**src/rtl/rom_loader.sv**
```systemverilog
// rom_loader: writes a length-prefixed host byte stream into the cpu ROM from ROM_ADDR and releases cpu reset.
// Latency: each accepted payload byte appears on the ROM write port one cycle later; done/cpu_reset follow one cycle after the last write.
// Backpressure: in_ready is registered, high only while loading (LEN/DATA/CRC); optional trailer check under `ROM_LOADER_CRC_EN`.
module rom_loader #(
  parameter int          ROM_ADDR = 4,
  parameter int          ADDR_W   = 16,
  parameter int unsigned ROM_SIZE = 2**ADDR_W
) (
  input  logic              clk,
  input  logic              reset,
  input  logic [7:0]        in_data,
  input  logic              in_valid,
  output logic              in_ready,
  output logic [ADDR_W-1:0] mem_addr,
  output logic [7:0]        mem_data,
  output logic              mem_we,
  output logic              cpu_reset,
  output logic              done,
  output logic [1:0]        error
);

  // Largest payload that fits between ROM_ADDR and the top of the ROM.
  localparam logic [31:0] MAX_LEN = 32'(ROM_SIZE - ROM_ADDR);

`ifdef ROM_LOADER_CRC_EN
  typedef enum logic [2:0] {S_LEN, S_DATA, S_CRC, S_RUN, S_ERR} state_t;
`else
  typedef enum logic [2:0] {S_LEN, S_DATA, S_RUN, S_ERR} state_t;
`endif

  state_t      state_q, state_n;
  logic [1:0]  byte_cnt;
  logic [31:0] len_q;
  logic [31:0] idx_q;
  logic [31:0] len_full;
  logic        beat;

  logic              in_ready_d, mem_we_d, done_d, cpu_reset_d;
  logic [ADDR_W-1:0] mem_addr_d;
  logic [7:0]        mem_data_d;
  logic [1:0]        error_d;

`ifdef ROM_LOADER_CRC_EN
  logic [7:0] crc_q;

  // CRC-8, poly 0x07, MSB first, one byte per call.
  function automatic logic [7:0] crc8_step(input logic [7:0] c, input logic [7:0] d);
    logic [7:0] r;
    r = c ^ d;
    for (int i = 0; i < 8; i++) begin
      r = r[7] ? ((r << 1) ^ 8'h07) : (r << 1);
    end
    return r;
  endfunction
`endif

  assign beat     = in_valid && in_ready;
  // Length as it will be once the current (4th) header byte is merged in.
  assign len_full = {in_data, len_q[23:0]};

  // State register.
  always_ff @(posedge clk) begin
    if (reset) state_q <= S_LEN;
    else       state_q <= state_n;
  end

  // Next-state logic: header, payload, optional trailer, then terminal RUN/ERR.
  always_comb begin
    state_n = state_q;
    case (state_q)
      S_LEN: begin
        if (beat && byte_cnt == 2'd3) begin
          if (len_full > MAX_LEN) begin
            state_n = S_ERR;
          end else if (len_full == 32'd0) begin
`ifdef ROM_LOADER_CRC_EN
            state_n = S_CRC;
`else
            state_n = S_RUN;
`endif
          end else begin
            state_n = S_DATA;
          end
        end
      end
      S_DATA: begin
        if (beat && idx_q == len_q - 32'd1) begin
`ifdef ROM_LOADER_CRC_EN
          state_n = S_CRC;
`else
          state_n = S_RUN;
`endif
        end
      end
`ifdef ROM_LOADER_CRC_EN
      S_CRC: begin
        if (beat) state_n = (in_data == crc_q) ? S_RUN : S_ERR;
      end
`endif
      S_RUN:   state_n = S_RUN;
      S_ERR:   state_n = S_ERR;
      default: state_n = S_LEN;
    endcase
  end

  // Output logic: next values of the registered outputs.
  always_comb begin
    in_ready_d  = (state_n == S_LEN) || (state_n == S_DATA)
`ifdef ROM_LOADER_CRC_EN
                  || (state_n == S_CRC)
`endif
                  ;
    mem_we_d    = beat && (state_q == S_DATA);
    mem_addr_d  = mem_addr;
    mem_data_d  = mem_data;
    if (mem_we_d) begin
      mem_addr_d = ADDR_W'(32'(ROM_ADDR) + idx_q);
      mem_data_d = in_data;
    end
    // done trails the state by one edge so it lands one cycle after the last write.
    done_d      = (state_q == S_RUN);
    cpu_reset_d = !done_d;
    error_d     = error;
    if (state_q == S_LEN && state_n == S_ERR) error_d = 2'd1;
`ifdef ROM_LOADER_CRC_EN
    if (state_q == S_CRC && state_n == S_ERR) error_d = 2'd2;
`endif
  end

  // Header/payload bookkeeping: length assembly, write index and running CRC.
  always_ff @(posedge clk) begin
    if (reset) begin
      byte_cnt <= 2'd0;
      len_q    <= 32'd0;
      idx_q    <= 32'd0;
`ifdef ROM_LOADER_CRC_EN
      crc_q    <= 8'd0;
`endif
    end else if (beat) begin
      if (state_q == S_LEN) begin
        byte_cnt <= byte_cnt + 2'd1;
        if (byte_cnt == 2'd3) begin
          len_q <= len_full;
          idx_q <= 32'd0;
`ifdef ROM_LOADER_CRC_EN
          crc_q <= 8'd0;
`endif
        end else begin
          len_q[{byte_cnt, 3'b000} +: 8] <= in_data;
        end
      end else if (state_q == S_DATA) begin
        idx_q <= idx_q + 32'd1;
`ifdef ROM_LOADER_CRC_EN
        crc_q <= crc8_step(crc_q, in_data);
`endif
      end
    end
  end

  // Registered outputs.
  always_ff @(posedge clk) begin
    if (reset) begin
      in_ready  <= 1'b0;
      mem_we    <= 1'b0;
      mem_addr  <= '0;
      mem_data  <= 8'd0;
      done      <= 1'b0;
      error     <= 2'd0;
      cpu_reset <= 1'b1;
    end else begin
      in_ready  <= in_ready_d;
      mem_we    <= mem_we_d;
      mem_addr  <= mem_addr_d;
      mem_data  <= mem_data_d;
      done      <= done_d;
      error     <= error_d;
      cpu_reset <= cpu_reset_d;
    end
  end

endmodule

```
**config.mk**
```make
export PLATFORM = sky130hd
export DESIGN_NAME = rom_loader
export DESIGN_NICKNAME = d
export VERILOG_FILES = /design/src/rtl/rom_loader.sv
export SDC_FILE = /design/constraint.sdc
export NUM_CORES = 1
export LEC_CHECK = 0
export BUFFER_PORTS_ARGS = -buffer_cell sky130_fd_sc_hd__buf_2
export CAP_MARGIN = 20
export CORE_UTILIZATION = 34
export DETAILED_ROUTE_END_ITERATION = 7
export HOLD_SLACK_MARGIN = 0.15
export PLACE_DENSITY = 0.47
export SKIP_CTS_REPAIR_TIMING = 1
export SLEW_MARGIN = 20
export SYNTH_ARGS = -nofsm -noshare
export SYNTH_HDL_FRONTEND = slang
export SYNTH_SLANG_ARGS = --single-unit
```
**constraint.sdc**
```tcl
create_clock -name clk -period 3.15 [get_ports clk]
set_input_delay 0.1575 -clock clk [delete_from_list [all_inputs] [get_ports clk]]
set_output_delay 0.1575 -clock clk [all_outputs]
set_load 0.05 [all_outputs]
```
==> impl_results.md, run 1 <==
- Crit Path Max Fanout: 5
- Largest net degree at the start of global routing: 38
- Starting Density: 35.4%
- Port Buffer Count: 39
- Area grow syn2layout: 14.2%
- Cell with the most instances after synthesis: dfxtp_1
- Critical path type: reg -> reg
- FFs w/ async S/R, synth: 0%
- Antenna cells: 0
- Number of flops mapped to enable cells by yosys: 0
- Crit path capture type: flip-flop
- Detailed placement HPWL: 10500 um
- Area taken by multi-input logic gates: 3060 um^2
- CTS H-tree lvls: 3
- RePlAce Congestion: 0.818
- GR Overflow Total: 0
- Gr usage total: 18.6%
- Clock skew: 0.0106 ns
- Die W: 126 um
- CTS tree: done
- CORE AREA: 14800 um^2
- Primary FF master, synth: dfxtp_1
- Tmin final: 2.91 ns
- Initial DRC Count: 332
- WP buf/inv: 1
- Fin Hold WS: 0.130 ns
- Max-Cap Viols: 0
- RSZ-0062 raised after global routing: false
- Synth top area share: 37.6%
- Routed wire length: 14100 um
- Mean post-synth cell area: 7.89 um^2
- Worst R2R Path Depth: 9
- Switching share of power: 25.0%
- Row Count: 44
- CTS max path bufs: 2
- Worst min path class: in -> reg
- Total DRC errors in the routed layout: 0
- Delay-heaviest family, CP: simple AND/OR/NAND/NOR gates
- Num Clock Sinks: 98
- Tcrit/Tclk final: 92.5%
- Setup tns final: 0 ns
- Via count: 4580
- Cell chain of the critical path: inv_1 -> ha_1 -> xor2_1 -> nand3_1 -> or4_1 -> nor4_1 -> o2111ai_1 -> nor4_4 -> o41ai_1
- Switching power total: 0.000680 W
- P_leak: 2.15 nW
- First-pass GRT wire length: 23000 um
- Synth cell count leaders: 98 x dfxtp_1, 86 x nand2_1, 76 x nor2_1
- Fill count: 1537
- Number of global-route vias before repair: 4332
- Antenna violations before repair: 0
- Syn. warnings: 0
- Area leader, netlist: dfxtp_1
- Hold Fails Final Rpt: 0
- Layout cells sized above 1: 12.2%
- #FFs+latches synth: 98
- Synthesized area: 5220 um^2
- Rel. slew slack: 41.8%
- Crit path max-delay cell type: or4_1
- Logic pwr share: 9.4%
- Clk_lat worst skew: 0.36 ns
- CP Data Required Time: 3.37 ns
- Arrival time worst endpoint: 3.13 ns
- DIE HEIGHT: 126 um
- Setup slack, reg-to-reg: 0.24 ns
- Worst-margin pin slew: 0.871 ns
- Sequential share of power: 46.1%
- Outcome: complete, no violations
- Post-Syn Instances: 662
- Synth top area cells: dfxtp_1 38%, xnor2_1 8.0%, nand2_1 6.2%, xor2_1 5.9%, nor2_1 5.5%
- Vias per cell: 5.23
- Cell internal pwr: 0.00204 W
- Final Setup Violations: 0
- Seq/Total Area, Yosys: 37.6%
- Nets@finish: 706
- Io pins: 41
- Num CTS Buffers: 9
- Worst setup SP type: flip-flop
- PD cells: 457 nW/um^2
- Die area: 15900 um^2
- Fmax: 343 MHz
- VDD IR-drop max: 0.277 mV
- Wire length per cell: 16.1 um
- Reg area: 1960 um^2
- Reg clk slew, reported paths: 0.07 ns
- Clk network pwr share: 44.5%
- Pre-antenna DRT Iters: 4
- Worst Hold Depth: 3
- CTS Root Cell: clkbuf_16
- CP max stage delay: 0.49 ns
- Max-slew violation count: 0
- Netlist cell types: 52
- Cell depth of the worst setup path: 9
- Routed Antenna Nets: 0
-- layer usage --
metal  track usage (%)  share of wire [%]
met5                 0                  0
met4              6.87                1.6
met3              2.72                3.3
met2              29.3                 45
met1              25.7                 50
-- worst reg2reg max path, stage by stage (launching register included) --
cell and delay [ns]:
dfxtp_1 0.41, inv_1 0.07, ha_1 0.30, xor2_1 0.15, nand3_1 0.10, or4_1 0.49, nor4_1 0.48, o2111ai_1 0.26
nor4_4 0.40, o41ai_1 0.12
-- worst paths after layout --
path,startpoint,endpoint
hold / removal,in_data[5],mem_data[5]
setup reg to reg,len_q[0],in_ready
hold reg to reg,mem_addr[0],mem_addr[0]
setup / recovery,len_q[0],in_ready
-- power groups by stage --
stage          sequential [W]  clock [W]  combinational (W)
6_report              0.00126    0.00121           0.000256
5_1_grt               0.00126    0.00130           0.000283
4_1_cts               0.00126    0.00124           0.000250
3_5_place_dp          0.00129          0           0.000247
3_3_place_gp          0.00129          0           0.000245
2_1_floorplan         0.00128          0           0.000174
-- state kept, by name (all words and copies together), names as in the netlist --
register and flops:
done 1, error 1, len_q 32, mem_data 8
cpu_reset 1, state_q 3, mem_we 1, byte_cnt 2
idx_q 32, in_ready 1, mem_addr 16
-- layout make-up --
class	instances	share of cell area (%)
well taps	184	3.86
repair buffers	58	5.83
inverters	10	0.629
clock inverters	7	1.68
multi-input cells	509	51.3
flip-flops and latches	98	32.9
clock buffers	9	3.78
-- cell usage in the layout (no fill, tap or decap), types with 2 or more instances in the layout --
cell type	instances
nand2b_1	2
a31oi_1	4
conb_1	2
nor3b_1	2
o21ai_0	7
xor2_1	35
nor4_1	13
clkbuf_16	9
inv_1	10
nand3_1	44
nor3b_2	2
buf_2	39
or4_1	6
or3_1	7
a211oi_1	15
nor2_1	75
ha_1	9
mux2i_1	4
a21oi_1	52
and3_1	11
and2_1	5
nor4b_1	3
clkinvlp_4	2
nor3_1	15
bufinv_16	2
dfxtp_1	98
nand4b_1	3
dlygate4sd3_1	4
nand2_1	86
or2_2	4
o311a_1	2
nand4_1	26
nor2b_1	3
a311oi_1	2
buf_4	15
xnor2_1	48
and4_1	4
-- stage by stage --
stage                     power (W)  setup WS, ns  cell area, um^2  instances  util [%]
final                       0.00272         0.236             5960        875      40.4
after global routing        0.00284        0.0369             5960        875      40.4
after CTS                   0.00275         0.177             5900        871      40.0
after detailed placement    0.00153         0.213             5580        855      37.8
after global placement      0.00153         0.322             5580        855      37.8
after floorplan             0.00146         0.632             5230        663         -
-- cells by family (layout without fill, tap and decap cells) --
logic type | count (synthesis) | after routing | synth area share (%)
muxes | 4 | 4 | 0.766
adders and majority gates | 9 | 9 | 2.16
DFF | 98 | 98 | 37.6
buffers and inverters | 56 | 84 | 4.34
AOI/OAI and AO/OA | 92 | 92 | 10.7
other | 1 | 2 | 0.0718
and+or+nand+nor | 319 | 319 | 30.5
xor gates and xnor gates | 83 | 83 | 13.9
Power figures use the tool's default switching activity.
==> inputs of run 2 (changes only) <==
==> constraint.sdc (replaced) <==
create_clock -name clk -period 3.15 [get_ports clk]
set_input_delay 0.4725 -clock clk [delete_from_list [all_inputs] [get_ports clk]]
set_output_delay 0.4725 -clock clk [all_outputs]
set_load 0.05 [all_outputs]
==> run 2 against run 1 <==
- die area unchanged
- wire length up 0.79%
- register-to-register slack better by 0.02 ns
- critical path type unchanged
- critical endpoint is now state_q[0]
==> impl_results.md, run 2 (synthesis results as in run 1) <==
- Outcome: complete, no violations
- Port Buffer Count: 39 (unchanged)
- Sequential share of power: 47.6% (+1.5 points)
- Global routing usage on met3: 3.48% (+0.76 points)
- CTS max path bufs: 2 (unchanged)
- Crit path capture type: flip-flop
- RSZ-0062 raised after global routing: false
- Antenna violations before repair: 0 (unchanged)
- Max-slew violation count: 0 (unchanged)
- P_leak: 2.11 nW (-2.1%)
- Switching share of power: 25.6% (+0.68 points)
- Num Clock Sinks: 98 (unchanged)
- PD cells: 448 nW/um^2 (-1.9%)
- Pre-antenna DRT Iters: 5 (+1)
- Top Registers: idx_q (32), len_q (32), mem_addr (16)
- Worst min path class: in -> reg
- Cell chain of the critical path: or4_1 -> nor3_4 -> nand3_1 -> nor3_1 -> o2111ai_1 -> nor4_2 -> o21ai_0
- Setup tns final: 0 ns (unchanged)
- Commonest non-fill, non-tap cell in the layout: dfxtp_1
- Vias per cell: 5.30 (+1.2%)
- Gr usage total: 18.7% (+0.14 points)
- CORE AREA: 14800 um^2 (unchanged)
- CP Data Required Time: 3.38 ns (about the same)
- CTS H-tree lvls: 3 (unchanged)
- Row Count: 44 (unchanged)
- Crit path max-delay cell type: or4_1
- Final Setup Violations: 0 (unchanged)
- Area grow syn2layout: 12.7%
- GR Overflow Total: 0 (unchanged)
- Routed Antenna Nets: 0 (unchanged)
- Worst slack, placed: 0.231 ns (+0.0173 ns)
- Die area: 15900 um^2 (unchanged)
- Num CTS Buffers: 9 (unchanged)
- Most frequent cells in the layout: 98 x dfxtp_1, 86 x nand2_1, 75 x nor2_1
- Tmin final: 2.89 ns (-0.0224 ns)
- Clk network pwr share: 43.0% (-1.5 points)
- Fin Hold WS: 0.431 ns (+0.301 ns)
- Worst-margin pin slew: 0.971 ns (+0.0999 ns)
- Reg clk slew, reported paths: 0.07 ns (about the same)
- CTS tree: done
- Clk_lat worst skew: 0.36 ns (about the same)
- Detailed placement HPWL: 10600 um (+0.89%)
- Final Util: 39.9% (-0.51 points)
- First-pass GRT wire length: 23300 um (+1.3%)
- RePlAce Congestion: 0.833 (+1.8%)
- Hold Fails Final Rpt: 0 (unchanged)
- Max-Cap Viols: 0 (unchanged)
- Tcrit/Tclk final: 91.8% (-0.71 points)
- CTS Root Cell: clkbuf_16
- Largest net degree at the start of global routing: 38 (unchanged)
- VDD IR-drop max: 0.206 mV (-26%)
- Worst setup SP type: flip-flop
- Post-route worst setup slack: 0.259 ns (+0.0224 ns)
- Fmax: 346 MHz (+0.78%)
- Total DRC errors in the routed layout: 0 (unchanged)
- Met1 Track Usage GR: 25.8% (+0.11 points)
- Crit Path Max Fanout: 8 (+3)
- Wire length per cell: 16.3 um (+1.1%)
- Switching power total: 0.000676 W (-0.51%)
- GRT busiest layer: met2
- Number of global-route vias before repair: 4397 (+1.5%)
- Critical path type: reg -> reg
- Arrival time worst endpoint: 3.12 ns (about the same)
- Io pins: 41 (unchanged)
- CP max stage delay: 0.70 ns (+0.21 ns)
- Logic pwr share: 9.4% (about the same)
- Nets@finish: 703 (-0.42%)
- Layout cells sized above 1: 11.9% (-0.24 points)
- Die W: 126 um (unchanged)
- Cell internal pwr: 0.00196 W (-4.0%)
- Routed wire length: 14200 um (+0.79%)
- Clock skew: 0.0113 ns (+0.000710 ns)
- Initial DRC Count: 233 (-30%)
- Met2 Use GR: 29.4% (+0.097 points)
- Starting Density: 35.4% (unchanged)
- Rel. slew slack: 35.1% (-6.7 points)
- DIE HEIGHT: 126 um (unchanged)
- Antenna cells: 0 (unchanged)
- Via count: 4621 (+0.90%)
run 2: changes by cell type in the layout (fill, tap and decap cells not counted), sizes merged:
cell and delta:
buf +1, clkinv -1, bufinv -1, dlygate4sd3 -4
clkinvlp +1, clkbuf +1
run 2: power groups by stage:
stage / combinational [W] / clock, W / sequential, W
6_report: 0.000247 / 0.00113 / 0.00126
3_3_place_gp: 0.000245 / 0 / 0.00129
4_1_cts: 0.000246 / 0.00118 / 0.00126
2_1_floorplan: 0.000174 / 0 / 0.00128
5_1_grt: 0.000273 / 0.00122 / 0.00126
3_5_place_dp: 0.000245 / 0 / 0.00129
run 2: stage by stage:
stage / instance area [um^2] / power (W) / instances
CTS: 5890 / 0.00268 / 872
global placement: 5590 / 0.00153 / 856
floorplan: 5230 / 0.00146 / 663
global route: 5890 / 0.00275 / 872
finish: 5890 / 0.00264 / 872
detailed placement: 5590 / 0.00153 / 856
run 2: cell type report:
cell class | instances | area, um^2
fill | 1557 | 8870
clock buffer | 10 | 229
sequential | 98 | 1960
inverter | 10 | 37.5
tap | 184 | 230
clock inverter | 6 | 72.6
multi-input combinational | 509 | 3040
timing repair buffer | 55 | 315
run 2: worst paths after layout:
path	from	to	slack, ns	depth (start not counted)
worst max-delay path	len_q[11]	state_q[0]	0.26	7
worst min-delay path	in_data[6]	mem_data[6]	0.43	3
worst max register to register	len_q[11]	state_q[0]	0.26	7
worst min register to register	mem_data[6]	mem_data[6]	0.45	2
run 2: critical path: cells and delay by family (launching register included):
| family | cells | cell delay, ns |
|---|---|---|
| DFF | 1 | 0.39 |
| and+or+nand+nor | 5 | 2.08 |
| AOI/OAI and AO/OA | 2 | 0.29 |
run 2: routing by layer:
metal | vias up | wire, um
met2 | 101 | 6370
li1 | 2352 | -
met1 | 2151 | 7070
met4 | 0 | 206
met5 | - | 0
met3 | 17 | 556
==> inputs of run 3 (changes only) <==
--- a/config.mk
+++ b/config.mk
@@ -7,10 +7,11 @@
 export LEC_CHECK = 0
 export BUFFER_PORTS_ARGS = -buffer_cell sky130_fd_sc_hd__buf_2
 export CAP_MARGIN = 20
-export CORE_UTILIZATION = 34
+export CORE_UTILIZATION = 60
+export CTS_BUF_LIST = sky130_fd_sc_hd__clkbuf_16
 export DETAILED_ROUTE_END_ITERATION = 7
 export HOLD_SLACK_MARGIN = 0.15
-export PLACE_DENSITY = 0.47
+export PLACE_DENSITY = 0.77
 export SKIP_CTS_REPAIR_TIMING = 1
 export SLEW_MARGIN = 20
 export SYNTH_ARGS = -nofsm -noshare
==> run 3 against run 2 <==
- clock skew down 0.0012 ns
- critical path depth up 2
- die area down 43%
- core utilization up 29 points
- via count up 2.9%
- fmax down 2.4%
- sequential power about the same
- critical endpoint unchanged
- combinational power down 3%
- clock power down 8%
- worst setup slack worse by 0.071 ns
==> impl_results.md, run 3 (synthesis results as in run 1) <==
- Setup tns final: 0 ns (unchanged)
- Outcome: complete, no violations
- Hold Fails Final Rpt: 0 (unchanged)
- Top Registers: idx_q (32), len_q (32), mem_addr (16)
- Num Clock Sinks: 98 (unchanged)
- Commonest non-fill, non-tap cell in the layout: dfxtp_1
- Total power draw: 0.00254 W (-3.8%)
- Layout cells sized above 1: 11.4% (-0.50 points)
- CTS max path bufs: 2 (unchanged)
- Antenna violations before repair: 0 (unchanged)
- Largest net degree at the start of global routing: 48 (+26%)
- Tmin final: 2.96 ns (+0.0714 ns)
- Worst-margin pin slew: 0.913 ns (-0.0578 ns)
- Detailed placement HPWL: 9220 um (-13%)
- DIE HEIGHT: 95.3 um (-24%)
- Initial DRC Count: 254 (+9.0%)
- Max-slew violation count: 0 (unchanged)
- Starting Density: 62.6% (+27 points)
- Arrival time worst endpoint: 3.18 ns (+0.06 ns)
- RSZ-0062 raised after global routing: false
- Antenna cells: 0 (unchanged)
- Routed wire length: 12600 um (-11%)
- Max-Cap Viols: 0 (unchanged)
- Num CTS Buffers: 9 (unchanged)
- CORE AREA: 8340 um^2 (-43%)
- Pre-antenna DRT Iters: 7 (+2)
- Final Util: 68.8% (+29 points)
- Worst min path class: in -> reg
- Via count: 4756 (+2.9%)
- RePlAce Congestion: 0.954 (+14%)
- Total DRC errors in the routed layout: 0 (unchanged)
- PD cells: 442 nW/um^2 (-1.4%)
- CP Data Required Time: 3.36 ns (-0.02 ns)
- Crit Path Max Fanout: 5 (-3)
- Io pins: 41 (unchanged)
- Row Count: 33 (-25%)
- Die W: 95.3 um (-24%)
- Vias per cell: 6.04 (+14%)
- GR Overflow Total: 0 (unchanged)
- Rel. slew slack: 39.0% (+3.9 points)
- Nets@finish: 699 (-0.57%)
- Tcrit/Tclk final: 94.1% (+2.3 points)
- Worst setup SP type: flip-flop
- Worst slack, placed: 0.169 ns (-0.0616 ns)
- CTS tree: done
- Clk_lat worst skew: 0.35 ns (about the same)
- Fmax: 338 MHz (-2.4%)
- VDD IR-drop max: 0.266 mV (+29%)
- Area grow syn2layout: 9.92%
- P_leak: 2.10 nW (-0.36%)
- Final Setup Violations: 0 (unchanged)
- Port Buffer Count: 39 (unchanged)
- Clock skew: 0.0101 ns (-0.00116 ns)
- Number of global-route vias before repair: 4395 (-0.045%)
- Most frequent cells in the layout: 98 x dfxtp_1, 86 x nand2_1, 75 x nor2_1
- CTS Root Cell: clkbuf_16
- CTS H-tree lvls: 3 (unchanged)
- Gr usage total: 29.8% (+11 points)
- Placed cells: 773 (-9.7%)
- Non-Filler Instances: 788 (-9.6%)
- Die area: 9080 um^2 (-43%)
- Crit path capture type: flip-flop
- Routed Antenna Nets: 0 (unchanged)
- Critical path type: reg -> reg
- Post-route worst setup slack: 0.187 ns (-0.0714 ns)
- First-pass GRT wire length: 21000 um (-9.9%)
- Wire length per cell: 16.0 um (-1.8%)
- Reg clk slew, reported paths: 0.07 ns (about the same)
[run 3: cell count changes in the layout (fill, tap and decap cells not counted)]
cell        delta
clkinvlp_4     -2
buf_4          -4
clkbuf_1       -1
nor4_4         +1
nor4_2         -1
clkinv_2       +1
bufinv_16      -1
inv_6          +2
[run 3: through the flow]
step	hold slack, ns	cell area (um^2)
final	0.440	5740
after global routing	0.446	5740
after CTS	0.436	5730
after detailed placement	0.444	5460
after global placement	0.440	5460
after floorplan	0.445	5230
[run 3: layout make-up]
class	instances	area (um^2)
multi-input combinational	509	3050
clock buffer	9	225
fill	721	2600
inverter	10	37.5
timing repair buffer	51	285
sequential	98	1960
tap	105	131
clock inverter	6	50.0
[run 3: path summary, 6_finish.rpt]
kind / start / endpoint / slack (ns) / depth (start not counted)
setup / recovery: len_q[0] / state_q[0] / 0.19 / 9
hold reg to reg: mem_addr[0] / mem_addr[0] / 0.45 / 2
hold / removal: in_data[7] / mem_data[7] / 0.44 / 3
setup reg to reg: len_q[0] / state_q[0] / 0.19 / 9
[run 3: worst max-delay path, cell delays in order (launching register included)]
cell       delay, ns
dfxtp_1         0.42
inv_1           0.07
ha_1            0.30
xor2_1          0.16
nand3_1         0.10
or4_1           0.48
nor4_1          0.46
o2111ai_1       0.25
nor4_4          0.42
o21ai_0         0.15
[run 3: per-layer routing]
| metal | wire, um | up-vias | track usage, % |
|---|---|---|---|
| met5 | 0 | - | 0 |
| met4 | 269 | 0 | 12.9 |
| met3 | 789 | 28 | 5.10 |
| met2 | 6050 | 162 | 48.5 |
| met1 | 5500 | 2226 | 38.6 |
| li1 | - | 2340 | - |
[run 3: report_power, final]
| part | leakage, nW | switching (W) | internal, W |
|---|---|---|---|
| clock | 0.135 | 0.000498 | 0.000544 |
| combinational | 1.17 | 0.000149 | 0.0000896 |
| sequential | 0.790 | 0.0000128 | 0.00124 |
